--- src/rtl/muxm_pipe_pkg.sv ---
// Shared types and defaults for the registered N-way operand mux.
// The state encoding and the ready/valid decode live here so every user agrees on them.
package muxm_pipe_pkg;

    localparam int MUXM_DW    = 16;
    localparam int MUXM_N     = 4;
    localparam int CLK_PERIOD = 10;

    typedef enum logic [1:0] {
        MS_EMPTY = 2'd0,
        MS_ONE   = 2'd1,
        MS_FULL  = 2'd2
    } muxm_state_t;

    function automatic logic state_valid(input muxm_state_t s);
        return (s != MS_EMPTY);
    endfunction

    function automatic logic state_ready(input muxm_state_t s);
        return (s != MS_FULL);
    endfunction

endpackage

--- src/rtl/muxm_pipe_if.sv ---
// Upstream select/data handshake and downstream result handshake of muxm_pipe.
// The master modport is the side that drives operands and consumes the result.
interface muxm_pipe_if
    import muxm_pipe_pkg::*;
#(
    parameter int DW = MUXM_DW,
    parameter int N  = MUXM_N
) ();
    localparam int SW = $clog2(N);

    logic [SW-1:0]   sel_in;
    logic [N*DW-1:0] d_in;
    logic            valid_in;
    logic            ready_out;
    logic [DW-1:0]   m_out;
    logic            valid_out;
    logic            ready_in;
    logic            sel_err_out;

    modport master (
        output sel_in, d_in, valid_in, ready_in,
        input  ready_out, m_out, valid_out, sel_err_out
    );

    modport slave (
        input  sel_in, d_in, valid_in, ready_in,
        output ready_out, m_out, valid_out, sel_err_out
    );
endinterface

--- src/rtl/muxm_pipe_skid.sv ---
// Generic 2-entry skid register: a main output register plus one spare slot, so
// ready_out can be a flop while still sustaining one transfer per cycle.
module muxm_pipe_skid
    import muxm_pipe_pkg::*;
#(
    parameter int DW = MUXM_DW
) (
    input  logic          clk,
    input  logic          rst,
    input  logic [DW-1:0] in_data,
    input  logic          in_valid,
    output logic          in_ready,
    output logic [DW-1:0] out_data,
    output logic          out_valid,
    input  logic          out_ready
);
    muxm_state_t   state_q, state_d;
    logic [DW-1:0] main_q, main_d;
    logic [DW-1:0] skid_q, skid_d;
    logic          valid_q;
    logic          ready_q;
    logic          acc_s;
    logic          xfer_s;

    // Next-state and data steering; order is main first, skid second.
    always_comb begin
        acc_s   = in_valid & ready_q;
        xfer_s  = valid_q & out_ready;
        state_d = state_q;
        main_d  = main_q;
        skid_d  = skid_q;
        case (state_q)
            MS_EMPTY: begin
                if (acc_s) begin
                    main_d  = in_data;
                    state_d = MS_ONE;
                end else begin
                    state_d = MS_EMPTY;
                end
            end
            MS_ONE: begin
                if (acc_s && xfer_s) begin
                    main_d  = in_data;
                    state_d = MS_ONE;
                end else if (acc_s) begin
                    skid_d  = in_data;
                    state_d = MS_FULL;
                end else if (xfer_s) begin
                    state_d = MS_EMPTY;
                end else begin
                    state_d = MS_ONE;
                end
            end
            MS_FULL: begin
                // ready_q is low here, so only the drain of main can happen.
                if (xfer_s) begin
                    main_d  = skid_q;
                    state_d = MS_ONE;
                end else begin
                    state_d = MS_FULL;
                end
            end
            default: begin
                state_d = MS_EMPTY;
            end
        endcase
    end

    // State, storage and the registered handshake outputs.
    always_ff @(posedge clk) begin
        if (rst) begin
            state_q <= MS_EMPTY;
            main_q  <= '0;
            skid_q  <= '0;
            valid_q <= 1'b0;
            ready_q <= 1'b1;
        end else begin
            state_q <= state_d;
            main_q  <= main_d;
            skid_q  <= skid_d;
            valid_q <= state_valid(state_d);
            ready_q <= state_ready(state_d);
        end
    end

    assign in_ready  = ready_q;
    assign out_data  = main_q;
    assign out_valid = valid_q;

endmodule

--- src/rtl/muxm_pipe.sv ---
// Registered N-way operand mux with valid/ready handshake and a sticky flag for
// selects that do not name an input; out-of-range selects forward zero.
module muxm_pipe
    import muxm_pipe_pkg::*;
#(
    parameter int DW = MUXM_DW,
    parameter int N  = MUXM_N
) (
    input  logic       clk,
    input  logic       rst,
    muxm_pipe_if.slave bus
);
    localparam int SW = $clog2(N);

    logic [DW-1:0] sel_data_s;
    logic          sel_hit_s;
    logic          acc_s;
    logic          sel_err_d;
    logic          sel_err_q;

    // Decode the select; no hit means the select is out of range and data stays zero.
    always_comb begin
        sel_data_s = '0;
        sel_hit_s  = 1'b0;
        for (int k = 0; k < N; k++) begin
            if (bus.sel_in == SW'(k)) begin
                sel_data_s = bus.d_in[k*DW +: DW];
                sel_hit_s  = 1'b1;
            end else begin
                sel_hit_s  = sel_hit_s;
            end
        end
        acc_s     = bus.valid_in & bus.ready_out;
        sel_err_d = sel_err_q | (acc_s & ~sel_hit_s);
    end

    // Sticky range-error flag, cleared only by reset.
    always_ff @(posedge clk) begin
        if (rst) begin
            sel_err_q <= 1'b0;
        end else begin
            sel_err_q <= sel_err_d;
        end
    end

    assign bus.sel_err_out = sel_err_q;

    muxm_pipe_skid #(.DW(DW)) u_skid (
        .clk       (clk),
        .rst       (rst),
        .in_data   (sel_data_s),
        .in_valid  (bus.valid_in),
        .in_ready  (bus.ready_out),
        .out_data  (bus.m_out),
        .out_valid (bus.valid_out),
        .out_ready (bus.ready_in)
    );

endmodule

--- src/flat_wrapper.sv ---
// flat-port wrapper written by rule: the top's interface ports become plain ports
module muxm_pipe_flat import muxm_pipe_pkg::*;
#(
    parameter int DW = MUXM_DW,
    parameter int N  = MUXM_N
)
  (clk, rst, bus_sel_in, bus_d_in, bus_valid_in, bus_ready_in, bus_ready_out, bus_m_out, bus_valid_out, bus_sel_err_out);
  muxm_pipe_if #(.DW(DW), .N(N)) bus_i ();
  input  logic clk;
  input  logic rst;
  input wire logic [$bits(bus_i.sel_in)-1:0] bus_sel_in;
  input wire logic [$bits(bus_i.d_in)-1:0] bus_d_in;
  input wire logic [$bits(bus_i.valid_in)-1:0] bus_valid_in;
  input wire logic [$bits(bus_i.ready_in)-1:0] bus_ready_in;
  output wire logic [$bits(bus_i.ready_out)-1:0] bus_ready_out;
  output wire logic [$bits(bus_i.m_out)-1:0] bus_m_out;
  output wire logic [$bits(bus_i.valid_out)-1:0] bus_valid_out;
  output wire logic [$bits(bus_i.sel_err_out)-1:0] bus_sel_err_out;
  assign bus_i.sel_in = bus_sel_in;
  assign bus_i.d_in = bus_d_in;
  assign bus_i.valid_in = bus_valid_in;
  assign bus_i.ready_in = bus_ready_in;
  assign bus_ready_out = bus_i.ready_out;
  assign bus_m_out = bus_i.m_out;
  assign bus_valid_out = bus_i.valid_out;
  assign bus_sel_err_out = bus_i.sel_err_out;
  muxm_pipe #(.DW(DW), .N(N)) u_core (.clk(clk), .rst(rst), .bus(bus_i));
endmodule
--- config.mk ---
export PLATFORM = sky130hd
export DESIGN_NAME = muxm_pipe_flat
export DESIGN_NICKNAME = d
export VERILOG_FILES = /design/src/rtl/muxm_pipe_pkg.sv /design/src/rtl/muxm_pipe_if.sv /design/src/rtl/muxm_pipe_skid.sv /design/src/rtl/muxm_pipe.sv /design/src/flat_wrapper.sv
export SDC_FILE = /design/constraint.sdc
export NUM_CORES = 1
export LEC_CHECK = 0
export CORE_MARGIN = 2
export CORE_UTILIZATION = 39
export DETAILED_ROUTE_END_ITERATION = 8
export DONT_BUFFER_PORTS = 1
export PLACE_DENSITY_LB_ADDON = 0.1
export SETUP_SLACK_MARGIN = 0.5
export SLEW_MARGIN = 40
export SYNTH_ARGS = -nofsm -noshare
export SYNTH_HDL_FRONTEND = slang
export SYNTH_SLANG_ARGS = --single-unit
--- constraint.sdc ---
create_clock -name clk -period 1.6 [get_ports clk]
set_input_delay 0.16 -clock clk [delete_from_list [all_inputs] [get_ports clk]]
set_output_delay 0.16 -clock clk [all_outputs]
set_load 0.005 [all_outputs]
==> impl_metrics.py <==
metrics = {
    "outcome": {
        "status": "finished, violations left",
        "violations": "hold timing",
    },
    "setup_path": {
        "cp-end-kind": "register",
        "critPathArrivalTime_ns": 1.56,
        "worstSetupPathType": "reg -> reg",
        "cp_slowest_stage_delay_ns": 0.35,
        "cp_max_fo": 7,
        "r2r-end": "u_core.u_skid.out_data[3]",
        "critPathRequiredTime_ns": 1.80,
        "crit_buf_inv": 1,
        "reg2reg_slack_ns": 0.25,
        "crit_chain": "and3b_2, o2bb2ai_4, buf_6, nor2_2, a311oi_2",
        "reg2reg_from": "u_core.u_skid.state_q[1]",
        "crit_family": "compound AO/OA/AOI/OAI gates",
        "reg2reg_depth": 5,
        "cp_slowest_cell": "dfxtp_4",
        "critPathLaunchType": "register",
    },
    "logic_synthesis": {
        "yosysSeqAreaShare_pct": 38.3,
        "synth-edff-count": 0,
        "yosys-top-cells-area": "dfxtp_1 38%, mux4_2 19%, nand2_1 13%, a311oi_2 5.4%, a21oi_1 4.4%",
        "synth_common_cells": "67 x nand2_1, 37 x dfxtp_1, 19 x nor2_1",
        "yosysTopAreaCell": "dfxtp_1",
        "synth_cells": 202,
        "synth.most_common_cell": "nand2_1",
        "ys.flop_type": "dfxtp_1",
        "synth_fp_nets": 272,
        "ys_warn_count": 0,
        "async_flop_share_pct": 0,
        "postSynthAreaPerCell_sq_um": 9.57,
        "yosysTopAreaCellShare_pct": 38.3,
        "synthesis.area_sq_um": 1930,
        "synth_seq_cells": 37,
        "synth.distinct_cells": 24,
    },
    "placement": {
        "gp_congestion": 0.727,
        "dp.final_hpwl_um": 3360,
        "dpl-instance-area_sq_um": 1960,
        "dp_slack_ns": -0.0541,
        "portBuffers": 0,
    },
    "global_route": {
        "antenna_found_initial": 0,
        "track_usage_pct": 19.0,
        "overflow": 0,
        "grt_pass1_wl_um": 7820,
        "grt_max_degree": 37,
        "grt_pass1_vias": 1583,
    },
    "timing": {
        "fin_skew_ns": 0.00173,
        "worstMarginPinSlew_ns": 0.336,
        "relSlewSlack_pct": 77.6,
        "fmaxAchievable_mhz": 739,
        "holdWs_ns": -0.0682,
        "drv_slew": 0,
        "finalCriticalPeriod_ns": 1.35,
        "fin_crit_sh_pct": 84.6,
        "finalSetupViolCount": 0,
        "rsz0062_at_grt": "yes",
        "finalWorstSetupSlack_ns": 0.246,
        "finalHoldViolCount": 37,
    },
    "clock_network": {
        "clkSlewWorstSetupHoldPaths_ns": 0.07,
        "cts_root_buffer": "clkbuf_8",
        "cts_htree_levels": 2,
        "clk_latency_ns": 0.28,
        "cts_max_path_buffers": 2,
        "cts.sinks": 37,
        "cts-buffers-inserted": 5,
        "cts_tree": "done",
    },
    "pwr": {
        "ir_drop_mv": 0.325,
        "p_leak_nw": 0.791,
        "power.density_nw_per_um2": 978,
    },
    "drt": {
        "firstDrtPassIters": 4,
        "initialDrtViolationCount": 101,
        "top_layer_used": "met4",
        "antenna_left": 0,
        "routed_via_density": 5.69,
        "drt-met1-wl_um": 2130,
        "drcViolationCount": 0,
        "route.vias.total": 1583,
        "routed_wl_um": 5160,
        "detail_route.wl_per_cell_um": 18.6,
        "wl_met2_um": 2440,
        "routed-wl-met3_um": 513,
    },
    "cells_and_area": {
        "final_util_pct": 49.4,
        "nets": 281,
        "drive_gt1_share_pct": 41.2,
        "final_cell_area_sq_um": 2350,
        "diodes": 0,
        "syn2layout_area_growth_pct": 21.6,
    },
    "floorplan": {
        "initial_core_util_pct": 40.7,
        "fp-row-count": 25,
        "fp.dieArea_sq_um": 5540,
        "die-width_um": 74.4,
        "io_pins": 89,
        "core_sq_um": 4750,
        "die_y_um": 74.4,
    },
    "worst_hold_path": {
        "hp-class": "in -> reg",
        "hold_end": "u_core.u_skid.state_q[1]",
        "min_from": "rst",
        "hold_depth": 1,
    },
    "flow_run": {
        "maxCapViolCount": 0,
    },
}
-- cell type report --
type | instances | area [sq um]
tap | 67 | 83.8
timing repair buffer | 18 | 184
inverter | 1 | 3.75
clock buffer | 7 | 86.3
sequential | 37 | 749
multi-input combinational | 148 | 1240
fill | 455 | 2400
-- sequential cells by signal, indices dropped and copies added (netlist names) --
name                     flops
u_core.u_skid.in_ready       1
u_core.u_skid.state_q        2
u_core.u_skid.out_valid      1
u_core.u_skid.skid_q        16
u_core.u_skid.out_data      16
u_core.bus.sel_err_out       1
-- what timing repair did --
item | CTS | global route
resized for setup | 30 | 23
endpoints found under the hold margin | 37 | 37
setup buffers | 9 | 2
cloned | 3 | 1
endpoints found under the setup margin | 35 | 36
pin swaps | 29 | 2
-- report_power, final --
part | switching (mW) | internal [mW] | total [mW]
Sequential | 0.0761 | 1.01 | 1.08
Clock | 0.311 | 0.342 | 0.652
Combinational | 0.272 | 0.291 | 0.564
Total | 0.659 | 1.64 | 2.30
-- per-layer routing --
| layer | vias up | global-route usage [%] |
|---|---|---|
| met3 | 9 | 5.28 |
| met5 | - | 0 |
| met2 | 90 | 30.4 |
| met4 | 0 | 7.54 |
| li1 | 741 | - |
| met1 | 743 | 24.4 |
-- kinds of logic after synthesis --
kind of cell / count (synthesis) / share of synthesized area [%]
simple gates: 92 / 19.2
compound gates: 38 / 17.1
flops: 37 / 38.3
buf+inv: 18 / 6.15
mux: 17 / 19.2
-- worst max path at each step --
stage | from | slack (ns) | to | depth (start not counted)
5_1_grt | u_core.u_skid.out_valid | 0.18 | u_core.u_skid.skid_q[5] | 6
3_3_place_gp | u_core.u_skid.state_q[0] | 0.04 | u_core.u_skid.out_data[7] | 4
2_1_floorplan | u_core.u_skid.state_q[1] | 0.35 | u_core.u_skid.out_data[11] | 5
3_5_place_dp | u_core.u_skid.state_q[0] | -0.05 | u_core.u_skid.out_data[9] | 4
6_report | u_core.u_skid.state_q[1] | 0.25 | u_core.u_skid.out_data[3] | 5
4_1_cts | u_core.u_skid.state_q[1] | 0.22 | u_core.u_skid.out_data[15] | 5
-- worst register-to-register path, cell delays in order (launching register included) --
cell       delay [ns]
dfxtp_4          0.35
and3b_2          0.32
o2bb2ai_4        0.16
buf_6            0.17
nor2_2           0.04
a311oi_2         0.22
-- cell usage in the layout (no fill, tap or decap) --
cell type	count
nor2b_1	1
inv_1	1
a21bo_4	1
a311oi_1	3
nor3_4	1
clkbuf_1	1
nor2_2	11
nand2b_4	1
a311oi_2	13
nand3_4	1
clkbuf_8	6
o22a_1	1
dfxtp_1	34
nor2b_4	1
nor2_1	8
dfxtp_4	2
a21oi_2	6
dfxtp_2	1
mux4_2	16
nand2_1	63
nand2_2	4
buf_4	5
and3b_2	1
a21oi_1	11
o2bb2ai_4	2
buf_6	13
mux2_4	1
a221oi_2	1
a31oi_1	1
-- through the flow --
stage          power [mW]  cells  hold WS (ns)  setup TNS, ns
2_1_floorplan        1.47    202         0.251              0
3_3_place_gp         1.47    256         0.232              0
3_5_place_dp         1.49    256         0.235         -0.277
4_1_cts              2.26    275       -0.0765              0
5_1_grt              2.40    278       -0.0774              0
6_report             2.30    278       -0.0682              0
(Power assumes the default switching activity.)
